[src/rtl/aim_controller_if.sv]
// rtl/aim_controller_if.sv - button/result inputs and aim outputs between player front end and trajectory_calc
//
// Signals
//   btn_left/right/up/down/sel/dir/fire  synchronized button levels
//   result_valid                         one-cycle done pulse from trajectory_calc
//   x_pos, rise, run, direction          aim values presented to trajectory_calc
//   shoot                                one-cycle shot request
//   sel_run, busy, timeout               status for display / supervision
// Modports
//   master  the aim controller (consumes buttons, drives aim/status)
//   slave   the surrounding system (drives buttons, consumes aim/status)

interface aim_controller_if;
    logic       btn_left;
    logic       btn_right;
    logic       btn_up;
    logic       btn_down;
    logic       btn_sel;
    logic       btn_dir;
    logic       btn_fire;
    logic       result_valid;
    logic [4:0] x_pos;
    logic [4:0] rise;
    logic [4:0] run;
    logic       direction;
    logic       shoot;
    logic       sel_run;
    logic       busy;
    logic       timeout;

    modport master (
        input  btn_left, btn_right, btn_up, btn_down, btn_sel, btn_dir, btn_fire,
        input  result_valid,
        output x_pos, rise, run, direction, shoot, sel_run, busy, timeout
    );

    modport slave (
        output btn_left, btn_right, btn_up, btn_down, btn_sel, btn_dir, btn_fire,
        output result_valid,
        input  x_pos, rise, run, direction, shoot, sel_run, busy, timeout
    );
endinterface

[src/rtl/aim_controller.sv]
// rtl/aim_controller.sv - button-driven aim state and shot sequencing in front of trajectory_calc
//
// Ports
//   clk   in  system clock, all state on rising edge
//   rst   in  synchronous active-high reset
//   aim   aim_controller_if.master: buttons and result_valid in; x_pos, rise, run,
//         direction, shoot, sel_run, busy, timeout out (all outputs registered)

module aim_controller #(
    parameter int X_INIT    = 16,
    parameter int RISE_INIT = 1,
    parameter int RUN_INIT  = 1,
    parameter int TIMEOUT   = 40
) (
    input  logic              clk,
    input  logic              rst,
    aim_controller_if.master  aim
);

    typedef enum logic [1:0] {
        ST_AIM  = 2'd0,
        ST_FIRE = 2'd1,
        ST_WAIT = 2'd2
    } state_t;

    localparam logic [4:0] X_RST    = 5'(X_INIT);
    localparam logic [4:0] RISE_RST = 5'(RISE_INIT);
    localparam logic [4:0] RUN_RST  = 5'(RUN_INIT);
    localparam logic [7:0] WAIT_LAST = 8'(TIMEOUT - 1);

    // Button bit positions in the packed vectors below.
    localparam int B_LEFT  = 0;
    localparam int B_RIGHT = 1;
    localparam int B_UP    = 2;
    localparam int B_DOWN  = 3;
    localparam int B_SEL   = 4;
    localparam int B_DIR   = 5;
    localparam int B_FIRE  = 6;

    state_t     state;
    logic [6:0] btn;
    logic [6:0] btn_prev;
    logic [6:0] press;
    logic [7:0] wait_cnt;

    logic [4:0] x_q;
    logic [4:0] rise_q;
    logic [4:0] run_q;
    logic       dir_q;
    logic       sel_q;
    logic       shoot_q;
    logic       busy_q;
    logic       timeout_q;

    logic [4:0] x_next;
    logic [4:0] rise_next;
    logic [4:0] run_next;
    logic       slope_up;
    logic       slope_dn;

    assign btn = {aim.btn_fire, aim.btn_dir, aim.btn_sel, aim.btn_down,
                  aim.btn_up, aim.btn_right, aim.btn_left};

    // Rising-edge detect; prev regs reset to 1 so a button held through reset is not a press.
    assign press = btn & ~btn_prev;

    // Opposing presses in the same cycle cancel.
    assign slope_up = press[B_UP] & ~press[B_DOWN];
    assign slope_dn = press[B_DOWN] & ~press[B_UP];

    always_comb begin
        x_next    = x_q;
        rise_next = rise_q;
        run_next  = run_q;

        if (press[B_RIGHT] && !press[B_LEFT] && x_q != 5'd31)
            x_next = x_q + 5'd1;
        else if (press[B_LEFT] && !press[B_RIGHT] && x_q != 5'd0)
            x_next = x_q - 5'd1;

        // sel_q here is the value before any same-cycle sel press takes effect.
        if (!sel_q) begin
            // rise must never reach 0 or trajectory_calc never terminates.
            if (slope_up && rise_q != 5'd31)
                rise_next = rise_q + 5'd1;
            else if (slope_dn && rise_q > 5'd1)
                rise_next = rise_q - 5'd1;
        end else begin
            if (slope_up && run_q != 5'd31)
                run_next = run_q + 5'd1;
            else if (slope_dn && run_q != 5'd0)
                run_next = run_q - 5'd1;
        end
    end

    always_ff @(posedge clk) begin
        if (rst) begin
            state     <= ST_AIM;
            btn_prev  <= '1;
            wait_cnt  <= 8'd0;
            x_q       <= X_RST;
            rise_q    <= RISE_RST;
            run_q     <= RUN_RST;
            dir_q     <= 1'b0;
            sel_q     <= 1'b0;
            shoot_q   <= 1'b0;
            busy_q    <= 1'b0;
            timeout_q <= 1'b0;
        end else begin
            btn_prev  <= btn;
            shoot_q   <= 1'b0;
            timeout_q <= 1'b0;

            case (state)
                ST_AIM: begin
                    busy_q <= 1'b0;
                    if (press[B_FIRE]) begin
                        // Fire wins; edits pressed in the same cycle are discarded.
                        state   <= ST_FIRE;
                        shoot_q <= 1'b1;
                        busy_q  <= 1'b1;
                    end else begin
                        x_q    <= x_next;
                        rise_q <= rise_next;
                        run_q  <= run_next;
                        sel_q  <= sel_q ^ press[B_SEL];
                        dir_q  <= dir_q ^ press[B_DIR];
                    end
                end

                ST_FIRE: begin
                    state    <= ST_WAIT;
                    busy_q   <= 1'b1;
                    wait_cnt <= 8'd0;
                end

                ST_WAIT: begin
                    if (aim.result_valid) begin
                        state  <= ST_AIM;
                        busy_q <= 1'b0;
                    end else if (wait_cnt == WAIT_LAST) begin
                        state     <= ST_AIM;
                        busy_q    <= 1'b0;
                        timeout_q <= 1'b1;
                    end else begin
                        busy_q   <= 1'b1;
                        wait_cnt <= wait_cnt + 8'd1;
                    end
                end

                default: begin
                    state  <= ST_AIM;
                    busy_q <= 1'b0;
                end
            endcase
        end
    end

    assign aim.x_pos     = x_q;
    assign aim.rise      = rise_q;
    assign aim.run       = run_q;
    assign aim.direction = dir_q;
    assign aim.sel_run   = sel_q;
    assign aim.shoot     = shoot_q;
    assign aim.busy      = busy_q;
    assign aim.timeout   = timeout_q;

endmodule

[src/flat_wrapper.sv]
// flat-port wrapper written by rule: the top's interface ports become plain ports
module aim_controller_flat 
#(
    parameter int X_INIT    = 16,
    parameter int RISE_INIT = 1,
    parameter int RUN_INIT  = 1,
    parameter int TIMEOUT   = 40
)
  (clk, rst, aim_btn_left, aim_btn_right, aim_btn_up, aim_btn_down, aim_btn_sel, aim_btn_dir, aim_btn_fire, aim_result_valid, aim_x_pos, aim_rise, aim_run, aim_direction, aim_shoot, aim_sel_run, aim_busy, aim_timeout);
  aim_controller_if aim_i ();
  input  logic clk;
  input  logic rst;
  input wire logic [$bits(aim_i.btn_left)-1:0] aim_btn_left;
  input wire logic [$bits(aim_i.btn_right)-1:0] aim_btn_right;
  input wire logic [$bits(aim_i.btn_up)-1:0] aim_btn_up;
  input wire logic [$bits(aim_i.btn_down)-1:0] aim_btn_down;
  input wire logic [$bits(aim_i.btn_sel)-1:0] aim_btn_sel;
  input wire logic [$bits(aim_i.btn_dir)-1:0] aim_btn_dir;
  input wire logic [$bits(aim_i.btn_fire)-1:0] aim_btn_fire;
  input wire logic [$bits(aim_i.result_valid)-1:0] aim_result_valid;
  output wire logic [$bits(aim_i.x_pos)-1:0] aim_x_pos;
  output wire logic [$bits(aim_i.rise)-1:0] aim_rise;
  output wire logic [$bits(aim_i.run)-1:0] aim_run;
  output wire logic [$bits(aim_i.direction)-1:0] aim_direction;
  output wire logic [$bits(aim_i.shoot)-1:0] aim_shoot;
  output wire logic [$bits(aim_i.sel_run)-1:0] aim_sel_run;
  output wire logic [$bits(aim_i.busy)-1:0] aim_busy;
  output wire logic [$bits(aim_i.timeout)-1:0] aim_timeout;
  assign aim_i.btn_left = aim_btn_left;
  assign aim_i.btn_right = aim_btn_right;
  assign aim_i.btn_up = aim_btn_up;
  assign aim_i.btn_down = aim_btn_down;
  assign aim_i.btn_sel = aim_btn_sel;
  assign aim_i.btn_dir = aim_btn_dir;
  assign aim_i.btn_fire = aim_btn_fire;
  assign aim_i.result_valid = aim_result_valid;
  assign aim_x_pos = aim_i.x_pos;
  assign aim_rise = aim_i.rise;
  assign aim_run = aim_i.run;
  assign aim_direction = aim_i.direction;
  assign aim_shoot = aim_i.shoot;
  assign aim_sel_run = aim_i.sel_run;
  assign aim_busy = aim_i.busy;
  assign aim_timeout = aim_i.timeout;
  aim_controller #(.X_INIT(X_INIT), .RISE_INIT(RISE_INIT), .RUN_INIT(RUN_INIT), .TIMEOUT(TIMEOUT)) u_core (.clk(clk), .rst(rst), .aim(aim_i));
endmodule
[config.mk]
export PLATFORM = sky130hd
export DESIGN_NAME = aim_controller_flat
export DESIGN_NICKNAME = d
export VERILOG_FILES = /design/src/rtl/aim_controller_if.sv /design/src/rtl/aim_controller.sv /design/src/flat_wrapper.sv
export SDC_FILE = /design/constraint.sdc
export NUM_CORES = 1
export LEC_CHECK = 0
export ABC_AREA = 1
export BUFFER_PORTS_ARGS = -buffer_cell sky130_fd_sc_hd__buf_2
export CAP_MARGIN = 30
export CORE_MARGIN = 2
export CORE_UTILIZATION = 51
export CTS_CLUSTER_SIZE = 12
export DETAILED_ROUTE_END_ITERATION = 8
export PLACE_DENSITY = 0.73
export SYNTH_ARGS = -nofsm -noshare
export SYNTH_HDL_FRONTEND = slang
export SYNTH_SLANG_ARGS = --single-unit
[constraint.sdc]
create_clock -name clk -period 1.9 [get_ports clk]
set_clock_uncertainty 0.2 [all_clocks]
set_input_delay 0.095 -clock clk [delete_from_list [all_inputs] [get_ports clk]]
set_output_delay 0.095 -clock clk [all_outputs]
set_load 0.005 [all_outputs]
==> results.toml <==
[status]
status = "finished with violations"
violations = "setup timing"

[worst_setup_path]
crit_slowest_cell = "fa_2"
critical_path.cell_chain = "nor2_2, and2_4, nand2_8, fa_2, inv_2, nor2_2, nor2_2, inv_1, nand2_1, nand2_2, o21ai_2, nand3_1"
rrSetupSlack_ns = -0.16
crit_top_cell = "nor2_2"
cp_max_fo = 5
cpLargestDelayFamily = "simple AND/OR/NAND/NOR gates"
regToRegEndpoint = "u_core.aim.x_pos[4]"
cp_num_buf_inv = 2
cp_data_arrival_time_ns = 2.03
crit_path_max_incr_delay_ns = 0.40
cp-end-kind = "register"
critPathLaunchType = "register"
worstSetupPathType = "reg2reg"
required_ns = 1.87
r2r-start = "u_core.btn_prev[1]"
rr_worst_depth = 12

[cells_and_area]
mostFrequentLayoutCells = "nand2_1, buf_4, nor2_1"
syn_to_final_growth_pct = 38.4
drive_gt1_share_pct = 35.3
nFillCells = 306
nNetsFinal = 414
final_common_cell = "nand2_1"
num_antenna_cells = 0

[clock_tree]
cts_tree = "yes"
cts.path.max_buffers = 2
clk_latency_ns = 0.29
cts-root-buf = "clkbuf_8"
clk_transition_reported_paths_ns = 0.08
cts_max_level = 2
cts_sinks = 37
cts_made_buffers = 5

[grt]
gr-total-overflow = 0
grt_max_degree = 18
grt_pass1_vias = 2047
grtUsageTotal_pct = 23.0
grt_pass1_wl_mm = 8.93
antenna_found_initial = 0

[run]
drv_cap = 0

[synthesis]
synth_area_per_cell_um2 = 7.02
syn-num-nets = 333
synthDistinctLibCells = 32
ys_warn_count = 0
postSynthCellCount = 309
synth_seq_area_share_pct = 34.2
mappedNetlistArea_um2 = 2170
ys_ff_latch = 37

[floorplan]
core_area_um2 = 4060
ios = 30
dieArea_um2 = 4790
die_x_um = 69.2
start_util_pct = 53.4
die_h_um = 69.2
floorplan.rows = 23

[power]
power-per-cell-area_nw_per_um2 = 679
p_leak_nw = 1.45
power_mw = 2.04
peakVddDrop_v = 0.000539

[place]
dp_hpwl_mm = 3.45
place.port_buffers = 29
gp_congestion = 0.850
dp_slack_ns = -0.156

[sta]
grt_setup_unrepaired = "true"
hold_violations = 0
setup_viol = 3
slew_headroom_pct = 71.6
min_period_ns = 2.06
worst_slew_pin_slew_ns = 0.425
drv_slew = 0
period_share_pct = 109
setup_slack_ns = -0.163
clock.fmax_mhz = 485

[detailed_routing]
post_drt_wl_per_cell_um = 13.0
wirelength_mm = 5.75
drt_iter0_drc = 101
drt.antenna.violating_nets = 0
drtPass1Iterations = 4
drc = 0
viasPerCell = 5.07
via_count = 2236

[hold_path]
min_to = "u_core.wait_cnt[1]"
hold_start = "rst"
hp-class = "in2reg"
worstHoldPathCells = 3
[metal layers]
| layer | vias up | routed length [um] | track usage (%) |
|---|---|---|---|
| li1 | 1141 | - | - |
| met1 | 1026 | 2420 | 27.9 |
| met2 | 55 | 2960 | 39.2 |
| met3 | 14 | 228 | 5.38 |
| met4 | 0 | 140 | 8.93 |
| met5 | - | 0 | 0 |
[registers in the layout, summed over array words and instances (netlist names)]
signal and count:
u_core.aim.run 5, u_core.aim.sel_run 1, u_core.wait_cnt 8, u_core.aim.timeout 1, u_core.state 2, u_core.aim.shoot 1
u_core.aim.rise 5, u_core.aim.x_pos 5, u_core.btn_prev 7, u_core.aim.busy 1, u_core.aim.direction 1
[area by class of cell]
class                   count  area [um^2]  share of cell area, %
inverters                  40          150                   5.00
clock buffers               7         86.3                   2.88
repair buffers             78          537                   17.9
multi-input cells         228         1380                   46.1
well taps                  50         62.6                   2.09
clock inverters             1         30.0                   1.00
flip-flops and latches     37          752                   25.1
[worst min-delay path, stage by stage]
cell	delay, ns
buf_2	0.09
buf_4	0.22
a21oi_1	0.06
[worst max path at each step]
| stage | to | slack, ns | from | cells after the start |
|---|---|---|---|---|
| 2_1_floorplan | u_core.aim.run[4] | 0.006 | u_core.btn_prev[2] | 15 |
| 3_3_place_gp | u_core.aim.x_pos[4] | -0.03 | u_core.btn_prev[1] | 12 |
| 3_5_place_dp | u_core.aim.x_pos[4] | -0.16 | u_core.btn_prev[1] | 12 |
| 4_1_cts | u_core.aim.x_pos[4] | -0.06 | u_core.btn_prev[1] | 12 |
| 5_1_grt | u_core.aim.x_pos[4] | -0.23 | u_core.btn_prev[1] | 12 |
| 6_report | u_core.aim.x_pos[4] | -0.16 | u_core.btn_prev[1] | 12 |
[Yosys cell counts, drive strengths merged]
library cell / n / area, um^2
nor3: 5 / 47.5
o211ai: 1 / 7.51
clkbuf: 1 / 3.75
clkinv: 1 / 3.75
dfxtp: 37 / 741
a21oi: 22 / 121
ha: 12 / 150
o21bai: 1 / 7.51
nor4: 1 / 6.26
nand3: 22 / 110
nor2: 50 / 228
nand4: 2 / 12.5
buf: 3 / 21.3
nand3b: 1 / 7.51
or2: 2 / 12.5
o21ai: 14 / 77.6
inv: 39 / 146
xnor2: 3 / 26.3
nand2: 84 / 348
xor2: 5 / 43.8
fa: 2 / 40.0
and2: 1 / 6.26
[power by group]
| part | switching (mW) | total (mW) | internal [mW] |
|---|---|---|---|
| combinational | 0.273 | 0.489 | 0.216 |
| clock | 0.277 | 0.705 | 0.428 |
| sequential | 0.0257 | 0.843 | 0.817 |
| total | 0.576 | 2.04 | 1.46 |
[kinds of logic after synthesis]
kind of cell	synth area share, %
adder cells (fa/ha/maj)	8.77
buffers and inverters	8.08
AND/OR/NAND/NOR	35.9
AO/OA/AOI/OAI	9.87
XOR/XNOR	3.23
flip-flops	34.2
[per-stage QoR]
stage	area (um^2)	setup TNS [ns]	hold slack, ns	utilization [%]	cells
after CTS	2860	-0.105	0.0135	70.4	435
after detailed placement	2550	-0.224	0.0926	62.8	409
after global placement	2550	-0.0585	0.0901	62.8	409
after floorplan	2180	0	-0.00863	-	309
after global routing	3000	-0.724	0.0188	73.9	441
final	3000	-0.272	0.0201	73.9	441
[repair_timing]
| action | CTS | global route |
|---|---|---|
| pin swaps | 6 | 22 |
| setup buffers | 10 | 6 |
| gates cloned | 0 | 0 |
| setup endpoints to repair | 3 | 5 |
| gates resized for setup | 7 | 26 |
| hold buffers | 8 | 0 |
| hold endpoints to repair | 9 | 0 |
No activity file was read; power rests on OpenSTA's default activity.
